File: src/rtl/hazard_forward_unit_pkg.sv
// Shared definitions for the hazard/forwarding unit: operand-select encodings
// (these must match the execute stage's operand mux case values) and the default register width.
package hazard_forward_unit_pkg;

   localparam int REG_NUM_BITWIDTH = 5;

   typedef enum logic [1:0] {
      FWD_RF    = 2'b00,
      FWD_MEMWB = 2'b01,
      FWD_EXMEM = 2'b10
   } fwd_sel_e;

endpackage

File: src/rtl/hazard_forward_unit_slot.sv
// One shadow-scoreboard slot holding {valid, rd, regwrite, memread} for a pipeline stage.
// An invalid slot always holds zeroed fields, so stale rd values cannot match anything.
module hazard_slot #(
   parameter int REG_NUM_BITWIDTH = 5
) (
   input  logic                        clk,
   input  logic                        rst_n,
   input  logic                        bubble,
   input  logic                        d_valid,
   input  logic [REG_NUM_BITWIDTH-1:0] d_rd,
   input  logic                        d_regwrite,
   input  logic                        d_memread,
   output logic                        q_valid,
   output logic [REG_NUM_BITWIDTH-1:0] q_rd,
   output logic                        q_regwrite,
   output logic                        q_memread
);

   always_ff @(posedge clk or negedge rst_n) begin
      if (!rst_n) begin
         q_valid    <= 1'b0;
         q_rd       <= '0;
         q_regwrite <= 1'b0;
         q_memread  <= 1'b0;
      end else if (bubble || !d_valid) begin
         q_valid    <= 1'b0;
         q_rd       <= '0;
         q_regwrite <= 1'b0;
         q_memread  <= 1'b0;
      end else begin
         q_valid    <= 1'b1;
         q_rd       <= d_rd;
         q_regwrite <= d_regwrite;
         q_memread  <= d_memread;
      end
   end

endmodule

File: src/rtl/hazard_forward_unit.sv
// Forwarding, load-use stall and branch-flush control for the 5-stage pipeline.
// Tracks EX/MEM/WB destination info in shadow slots; forward codes are registered on ID->EX.
module hazard_forward_unit
   import hazard_forward_unit_pkg::*;
#(
   parameter int REG_NUM_BITWIDTH = 5,
   parameter int CNT_WIDTH        = 32
) (
   input  logic                        clk,
   input  logic                        rst_n,
   input  logic                        id_valid,
   input  logic [REG_NUM_BITWIDTH-1:0] id_rs1,
   input  logic [REG_NUM_BITWIDTH-1:0] id_rs2,
   input  logic                        id_uses_rs1,
   input  logic                        id_uses_rs2,
   input  logic [REG_NUM_BITWIDTH-1:0] id_rd,
   input  logic                        id_regwrite,
   input  logic                        id_memread,
   input  logic                        ex_branch_taken,
   output logic [1:0]                  forwardA,
   output logic [1:0]                  forwardB,
   output logic                        stall_if,
   output logic                        bubble_ex,
   output logic                        flush_id,
   output logic [CNT_WIDTH-1:0]        stall_count,
   output logic [CNT_WIDTH-1:0]        flush_count
);

   logic                        ex_valid, ex_regwrite, ex_memread;
   logic [REG_NUM_BITWIDTH-1:0] ex_rd;
   logic                        mem_valid, mem_regwrite, mem_memread;
   logic [REG_NUM_BITWIDTH-1:0] mem_rd;
   logic                        wb_valid, wb_regwrite, wb_memread;
   logic [REG_NUM_BITWIDTH-1:0] wb_rd;

   logic     load_use;
   fwd_sel_e fwd_a_nxt, fwd_b_nxt;
   fwd_sel_e fwd_a_q, fwd_b_q;
   logic [CNT_WIDTH-1:0] stall_cnt_q, flush_cnt_q;

   hazard_slot #(.REG_NUM_BITWIDTH(REG_NUM_BITWIDTH)) u_slot_ex (
      .clk        (clk),
      .rst_n      (rst_n),
      .bubble     (bubble_ex),
      .d_valid    (id_valid),
      .d_rd       (id_rd),
      .d_regwrite (id_regwrite),
      .d_memread  (id_memread),
      .q_valid    (ex_valid),
      .q_rd       (ex_rd),
      .q_regwrite (ex_regwrite),
      .q_memread  (ex_memread)
   );

   hazard_slot #(.REG_NUM_BITWIDTH(REG_NUM_BITWIDTH)) u_slot_mem (
      .clk        (clk),
      .rst_n      (rst_n),
      .bubble     (1'b0),
      .d_valid    (ex_valid),
      .d_rd       (ex_rd),
      .d_regwrite (ex_regwrite),
      .d_memread  (ex_memread),
      .q_valid    (mem_valid),
      .q_rd       (mem_rd),
      .q_regwrite (mem_regwrite),
      .q_memread  (mem_memread)
   );

   hazard_slot #(.REG_NUM_BITWIDTH(REG_NUM_BITWIDTH)) u_slot_wb (
      .clk        (clk),
      .rst_n      (rst_n),
      .bubble     (1'b0),
      .d_valid    (mem_valid),
      .d_rd       (mem_rd),
      .d_regwrite (mem_regwrite),
      .d_memread  (mem_memread),
      .q_valid    (wb_valid),
      .q_rd       (wb_rd),
      .q_regwrite (wb_regwrite),
      .q_memread  (wb_memread)
   );

   always_comb begin
      load_use = 1'b0;
      if (id_valid && ex_valid && ex_memread && ex_regwrite && (ex_rd != '0)) begin
         load_use = (id_uses_rs1 && (id_rs1 == ex_rd)) ||
                    (id_uses_rs2 && (id_rs2 == ex_rd));
      end
   end

   // Flush wins: the ID instruction is being discarded, so its stall is moot.
   always_comb begin
      flush_id  = ex_branch_taken;
      bubble_ex = ex_branch_taken || load_use;
      stall_if  = !ex_branch_taken && load_use;
   end

   // WB is deliberately not a source: the register file is write-first.
   always_comb begin
      fwd_a_nxt = FWD_RF;
      fwd_b_nxt = FWD_RF;
      if (id_uses_rs1 && (id_rs1 != '0)) begin
         if (ex_valid && ex_regwrite && (ex_rd == id_rs1))
            fwd_a_nxt = FWD_EXMEM;
         else if (mem_valid && mem_regwrite && (mem_rd == id_rs1))
            fwd_a_nxt = FWD_MEMWB;
      end
      if (id_uses_rs2 && (id_rs2 != '0)) begin
         if (ex_valid && ex_regwrite && (ex_rd == id_rs2))
            fwd_b_nxt = FWD_EXMEM;
         else if (mem_valid && mem_regwrite && (mem_rd == id_rs2))
            fwd_b_nxt = FWD_MEMWB;
      end
   end

   always_ff @(posedge clk or negedge rst_n) begin
      if (!rst_n) begin
         fwd_a_q <= FWD_RF;
         fwd_b_q <= FWD_RF;
      end else if (bubble_ex || !id_valid) begin
         fwd_a_q <= FWD_RF;
         fwd_b_q <= FWD_RF;
      end else begin
         fwd_a_q <= fwd_a_nxt;
         fwd_b_q <= fwd_b_nxt;
      end
   end

   always_ff @(posedge clk or negedge rst_n) begin
      if (!rst_n) begin
         stall_cnt_q <= '0;
         flush_cnt_q <= '0;
      end else begin
         if (stall_if && (stall_cnt_q != '1))
            stall_cnt_q <= stall_cnt_q + 1'b1;
         if (flush_id && (flush_cnt_q != '1))
            flush_cnt_q <= flush_cnt_q + 1'b1;
      end
   end

   // The WB slot is never a forward source; it only has to stay self-consistent.
   wb_slot_clean : assert property (@(posedge clk) disable iff (!rst_n)
      !wb_valid |-> ((wb_rd == '0) && !wb_regwrite && !wb_memread));

   assign forwardA    = fwd_a_q;
   assign forwardB    = fwd_b_q;
   assign stall_count = stall_cnt_q;
   assign flush_count = flush_cnt_q;

endmodule
File: config.mk
export PLATFORM = sky130hd
export DESIGN_NAME = hazard_forward_unit
export DESIGN_NICKNAME = d
export VERILOG_FILES = /design/src/rtl/hazard_forward_unit_pkg.sv /design/src/rtl/hazard_forward_unit_slot.sv /design/src/rtl/hazard_forward_unit.sv
export SDC_FILE = /design/constraint.sdc
export NUM_CORES = 1
export LEC_CHECK = 0
export BUFFER_PORTS_ARGS = -buffer_cell sky130_fd_sc_hd__buf_2
export CORE_ASPECT_RATIO = 0.5
export CORE_MARGIN = 10
export CORE_UTILIZATION = 30
export CTS_CLUSTER_DIAMETER = 30
export DETAILED_ROUTE_END_ITERATION = 8
export GPL_TIMING_DRIVEN = 0
export SYNTH_ARGS = -nofsm -noshare
export SYNTH_HDL_FRONTEND = slang
export SYNTH_SLANG_ARGS = --single-unit
File: constraint.sdc
create_clock -name clk -period 3.1 [get_ports clk]
set_clock_uncertainty 0.2 [all_clocks]
set_input_delay 0.155 -clock clk [delete_from_list [all_inputs] [get_ports clk]]
set_output_delay 0.155 -clock clk [all_outputs]
set_load 0.02 [all_outputs]
==> Word-level counts from Yosys, hierarchy flattened <==
Cells that the tools add are included.
{ "classes": {"muxes": 16, "n_reduce_logical": 25, "n_eq_ne": 8, "add_sub_neg": 2} }
{ "op_table": {"columns": ["op", "n"], "rows": [
  ["32-bit by 1-bit adder with 32-bit output (second input constant)", 2],
  ["32-bit != test (second input constant)", 2],
  ["5-bit == test", 6],
  ["1-bit logical AND", 17],
  ["5-bit nonzero test", 3],
  ["2-bit two-way mux", 6],
  ["5-bit two-way mux", 2],
  ["1-bit two-way mux", 8],
  ["1-bit logical OR", 3],
  ["1-bit logical NOT", 2]
]} }
{ "word_totals": {"regBits": 83, "wordCells": 62} }

==> Logic depth before layout (Yosys ltp) <==
{ "depth": {"word_depth": 8, "ltp_mapped": 8} }

==> Cells and area by module <==
From an unflattened synthesis, not the netlist that was laid out.
{ "unflattened": {"cells_unflattened": 378, "area_unflattened_um2": 4108.9} }
{ "modules_own_cells": {"columns": ["module", "instances", "area_each_um2", "cells_each"], "rows": [
  ["hazard_forward_unit", 1, 3573.4, 346],
  ["hazard_slot", 2, 267.8, 16]
]} }

==> Least setup slack after synthesis <==
Ideal clock, no wire load.
{ "synth_timing": {"path_kind": "reg2reg", "startpoint": "register flush_cnt_q[7], in the netlist flush_count[7]", "endpoint": "register flush_cnt_q[15], in the netlist flush_count[15]", "t_arrival_ns": 1.829, "n_path_buf": 0, "path_stages_with_launch": 7, "required_ns": 2.769, "period_less_slack_ns": 2.160, "setup_ns": 0.131, "slack_ns": 0.940, "cell_sequence": "dfrtp_1 -> nand3_2 -> nor4_4 -> nand4_2 -> and3_1 -> and3_1 -> xor2_1"} }
{ "synth_between": {"elab_chain_cells": 2} }
{ "synth_rtl": {"columns": ["element", "line", "text"], "rows": [
  ["from (decl)", "hazard_forward_unit.sv:39", "logic [CNT_WIDTH-1:0] stall_cnt_q, flush_cnt_q;"],
  ["from (signal assigned)", "hazard_forward_unit.sv:137", "flush_cnt_q <= flush_cnt_q + 1'b1;"],
  ["parallel branches: the longest is 2 deep, another holds 32-bit by 1-bit adder with 32-bit output", null, null]
]} }
Several ways; the timed one is not identified.
A chain may end at the register's enable or synchronous reset.

==> Worst setup path after layout <==
{ "layout_timing": {"startpoint": "register u_slot_ex.q_rd[3]", "endpoint": "register fwd_b_q[0], in the netlist forwardB[0]"} }
{ "layout_between": {"elab_chain_cells": 7} }
{ "layout_rtl": {"columns": ["element", "line", "text"], "rows": [
  ["from (decl)", "hazard_forward_unit_slot.sv:14", "output logic [REG_NUM_BITWIDTH-1:0] q_rd,"],
  ["from (signal assigned)", "hazard_forward_unit_slot.sv:32", "q_rd <= d_rd;"],
  ["5-bit == test, on equally long branches", "hazard_forward_unit.sv:86, hazard_forward_unit.sv:87, hazard_forward_unit.sv:109", null],
  ["1-bit logical AND, on equally long branches", "hazard_forward_unit.sv:86, hazard_forward_unit.sv:87", null],
  ["1-bit logical OR", "hazard_forward_unit.sv:86", "load_use = (id_uses_rs1 && (id_rs1 == ex_rd)) ||"],
  ["1-bit two-way mux", "hazard_forward_unit.sv:85", "if (id_valid && ex_valid && ex_memread && ex_regwrite && (ex_rd != '0)) begin"],
  ["1-bit logical OR", "hazard_forward_unit.sv:94", "bubble_ex = ex_branch_taken || load_use;"],
  ["1-bit logical OR", "hazard_forward_unit.sv:120", "end else if (bubble_ex || !id_valid) begin"],
  ["2-bit two-way mux *", "hazard_forward_unit.sv:120", null],
  ["to (signal assigned)", "hazard_forward_unit.sv:125", "fwd_b_q <= fwd_b_nxt;"],
  ["to (decl)", "hazard_forward_unit.sv:38", "fwd_sel_e fwd_a_q, fwd_b_q;"]
]} }
Every way passes the cells marked *; elsewhere a longest branch is shown, timed or not.

==> results.md <==
- Status: completed
- Max_slew headroom: between 60 and 70%
- Final min period: ~2800 ps
- Initial core utilization: between 30 and 40%
- Async SR Flop Fraction: 100%
- WHS Path Cells: 3
- Crit path max fanout: 9
- Worst EP required: 3170 ps
- Residual DRC count: 0
- CP Data Arrival Time: 2830 ps
- RSZ-0062 raised after global routing: no
- Layout cells sized above 1: roughly a quarter
- Critical path endpoint category: flop
- Detail Route Antenna Nets: 0
- Final setup TNS: 0 ps
- All-Layer GR Usage: about a tenth
- Latest clock arrival within the worst-skew pair: roughly 330 ps
- First-pass GRT wire length: 16000 µm
- Crit start category: flop
- Worst Hold Path EP: flush_count[2]$_DFFE_PN0P_
- Gpl congestion: ~0.8
- Final hold violation count: 0
- Mapped Area: between 3000 and 4000 µm²
- Max IR drop VDD: between 0.2 and 0.3 mV
- # diodes: 0
- Post-placement cell area: between 4000 and 5000 µm²
- Fill count: about 1300
- Setup Viol. Count Final: 0
- Vias per inst: approximately 4.6
- Die X: 182 µm
- Max-cap violations: 0
- Worst Tran Pin Value: between 400 and 500 ps
- Die Height: just over 100 µm
- Worst Setup Path Type: flop to flop
- Worst stage delay on the critical path: 580 ps
- Mean Syn Cell Area: 10.9 µm²
- Number of setup buffers added after CTS: 0
- FF-to-FF path depth: 7
- Fin area: ~5000 µm²
- IO Port Bufs: 93
- Drt pass-1 iters: 4
- Setup ws final: ~330 ps
- Cell Rows: 29
- Reg-to-Reg End: forwardB[0]$_DFF_PN0_
- Initial antenna violation count: 0
- Clock tree buffer depth: 2
- #FFs+latches synth: 83
- WL/cell: about 15 µm
- Root buf cell: clkbuf_16
- CTS tree: done
- Reg clk slew, reported paths: about 60 ps
- Fmax: ~360 MHz
- CP Cell Sequence: xor2_1, nor3b_1, a32o_1, a21oi_2, nand2_1, nor4_1, dlygate4sd3_1
- Post-synth EDFFs: 0
- P_leak: 0.00265 µW
- Largest net degree at the start of global routing: 57
- Vias in the first global route: 3175
- Slowest CP cell: dlygate4sd3_1
- Final wirelength: between 9000 and 10000 µm
- DP Wirelength: between 7000 and 8000 µm
- Final Max Tran Viols: 0
- Remaining global-route overflow: 0
- Synth cell types: 33
- Post-Synthesis Net Count: 388
- Area of the core: approximately 13000 µm²
- HP Class: input port to flop
- Final worst path period share: slightly below 90%
- Ports: 94
- Die area: roughly 18000 µm²
- Total CTS buffers: 9
- Via count: ~3000
- Hold_sp: ex_branch_taken
- Pwr/cell area: 505 nW/µm²
- R2R setup slack: roughly 330 ps
- Dpl ws: between 700 and 800 ps
- Initial drt markers: between 150 and 200
- Reg-to-reg startpoint: u_slot_ex.q_rd[3]$_DFF_PN0_
- Area Overhead vs Synth: 30.4%
- Synth warn: 0
- Sequential area share after synthesis: about 53%
- Depth of the CTS H-tree: 3
- Nets: between 500 and 600
- Synth Flop Type: dfrtp_1
- Post-synthesis instance total: ~360
- CTS Sinks: 83
## final cells by class
type                    instances  area, µm²  share of cell area (%)
flip-flops and latches         83       2080                    40.4
multi-input cells             271       1820                    35.4
repair buffers                113        686                    13.3
clock buffers                  10        229                    4.45
well taps                     170        213                    4.14
clock inverters                 6       72.6                    1.41
plain buffers                   4       26.3                   0.511
inverters                       5       18.8                   0.365
## critical path, delay by kind of cell (launching register included)
kind,cells,cell delay [ps]
AO/OA/AOI/OAI,2,650
AND/OR/NAND/NOR,3,620
buffers and inverters,1,580
flip-flops,1,430
XOR/XNOR,1,220
## metal layers
layer  vias to the layer above  wire, µm  global-route usage (%)
li1                       1522         -                       -
met1                      1497      4510                    13.1
met2                        38      4730                    17.3
met3                         8       402                    3.30
met4                         0        83                    2.98
met5                         -         0                       0
## logic make-up (layout without fill, tap and decap cells)
| logic type | Yosys count | count (layout) | share of synthesized area [%] |
|---|---|---|---|
| xor+xnor | 78 | 78 | 17.3 |
| simple gates | 175 | 175 | 25.2 |
| compound gates | 14 | 14 | 2.48 |
| flops | 83 | 83 | 52.7 |
| fa+ha+maj | 2 | 2 | 0.635 |
| mux | 2 | 2 | 0.571 |
| buf+inv | 9 | 138 | 1.14 |
## timing repair
| item | 4_1_cts | 5_1_grt |
|---|---|---|
| hold buffers | 19 | 0 |
| resized for setup | 0 | 0 |
| hold endpoints to repair | 94 | 0 |
## placed cells by master (no fill, tap or decap), types with 4 or more instances in the layout
master / instances
xnor2_1: 39
buf_4: 4
nor4_1: 7
buf_2: 92
and3_1: 20
nor3_1: 12
nand3_1: 28
dfrtp_1: 83
nor2_1: 26
dlygate4sd3_1: 19
and2_1: 9
nand2_1: 32
inv_1: 5
clkbuf_16: 9
nand4_1: 20
xor2_1: 39
and4_1: 4
## synthesized netlist by cell type (all sizes together), types with 3 or more instances
| cell | instances | area [µm²] |
|---|---|---|
| nand4 | 23 | 163 |
| xor2 | 39 | 342 |
| nor3b | 3 | 22.5 |
| a31oi | 3 | 18.8 |
| inv | 5 | 18.8 |
| xnor2 | 39 | 342 |
| nor3 | 14 | 92.6 |
| a21oi | 5 | 32.5 |
| nor4 | 9 | 86.3 |
| nor2 | 26 | 97.6 |
| o21ai | 3 | 15.0 |
| buf | 3 | 22.5 |
| dfrtp | 83 | 2080 |
| and3 | 20 | 125 |
| nand2 | 32 | 120 |
| nand3 | 30 | 160 |
| and2 | 9 | 56.3 |
| and4 | 4 | 35.0 |
## power breakdown
group	switching, µW	internal (µW)
clock network	450	636
logic	180	125
registers	68.2	1140
total	698	1900
## stage by stage
step	total power, µW	hold slack, ps	cells	util [%]
after detailed placement	1530	-92.8	627	36.4
after global placement	1520	197	626	36.2
after global routing	2720	44.8	662	40.3
after floorplan	1390	-341	363	-
final	2600	36.2	662	40.3
after CTS	2640	27.7	662	40.3
## how the worst max path moves through the flow
stage / start / to / slack (ps) / depth (start not counted)
after floorplan: flush_count[7]$_DFFE_PN0P_ / flush_count[15]$_DFFE_PN0P_ / 940 / 6
after global placement: u_slot_ex.q_rd[3]$_DFF_PN0_ / stall_count[24]$_DFFE_PN0P_ / 830 / 7
after detailed placement: flush_count[8]$_DFFE_PN0P_ / flush_count[15]$_DFFE_PN0P_ / 770 / 6
after CTS: u_slot_ex.q_rd[4]$_DFF_PN0_ / forwardB[0]$_DFF_PN0_ / 350 / 7
after global routing: u_slot_ex.q_rd[3]$_DFF_PN0_ / forwardA[0]$_DFF_PN0_ / 140 / 7
final: u_slot_ex.q_rd[3]$_DFF_PN0_ / forwardB[0]$_DFF_PN0_ / 330 / 7
## state kept, by name, summed over array words and instances, names as in the netlist
signal                 cells
u_slot_ex.q_rd             5
u_slot_ex.q_valid          1
u_slot_mem.q_regwrite      1
u_slot_mem.q_rd            5
u_slot_mem.q_valid         1
flush_count               32
stall_count               32
u_slot_ex.q_regwrite       1
u_slot_ex.q_memread        1
forwardB                   2
forwardA                   2
No activity file was read; power rests on OpenSTA's default activity.
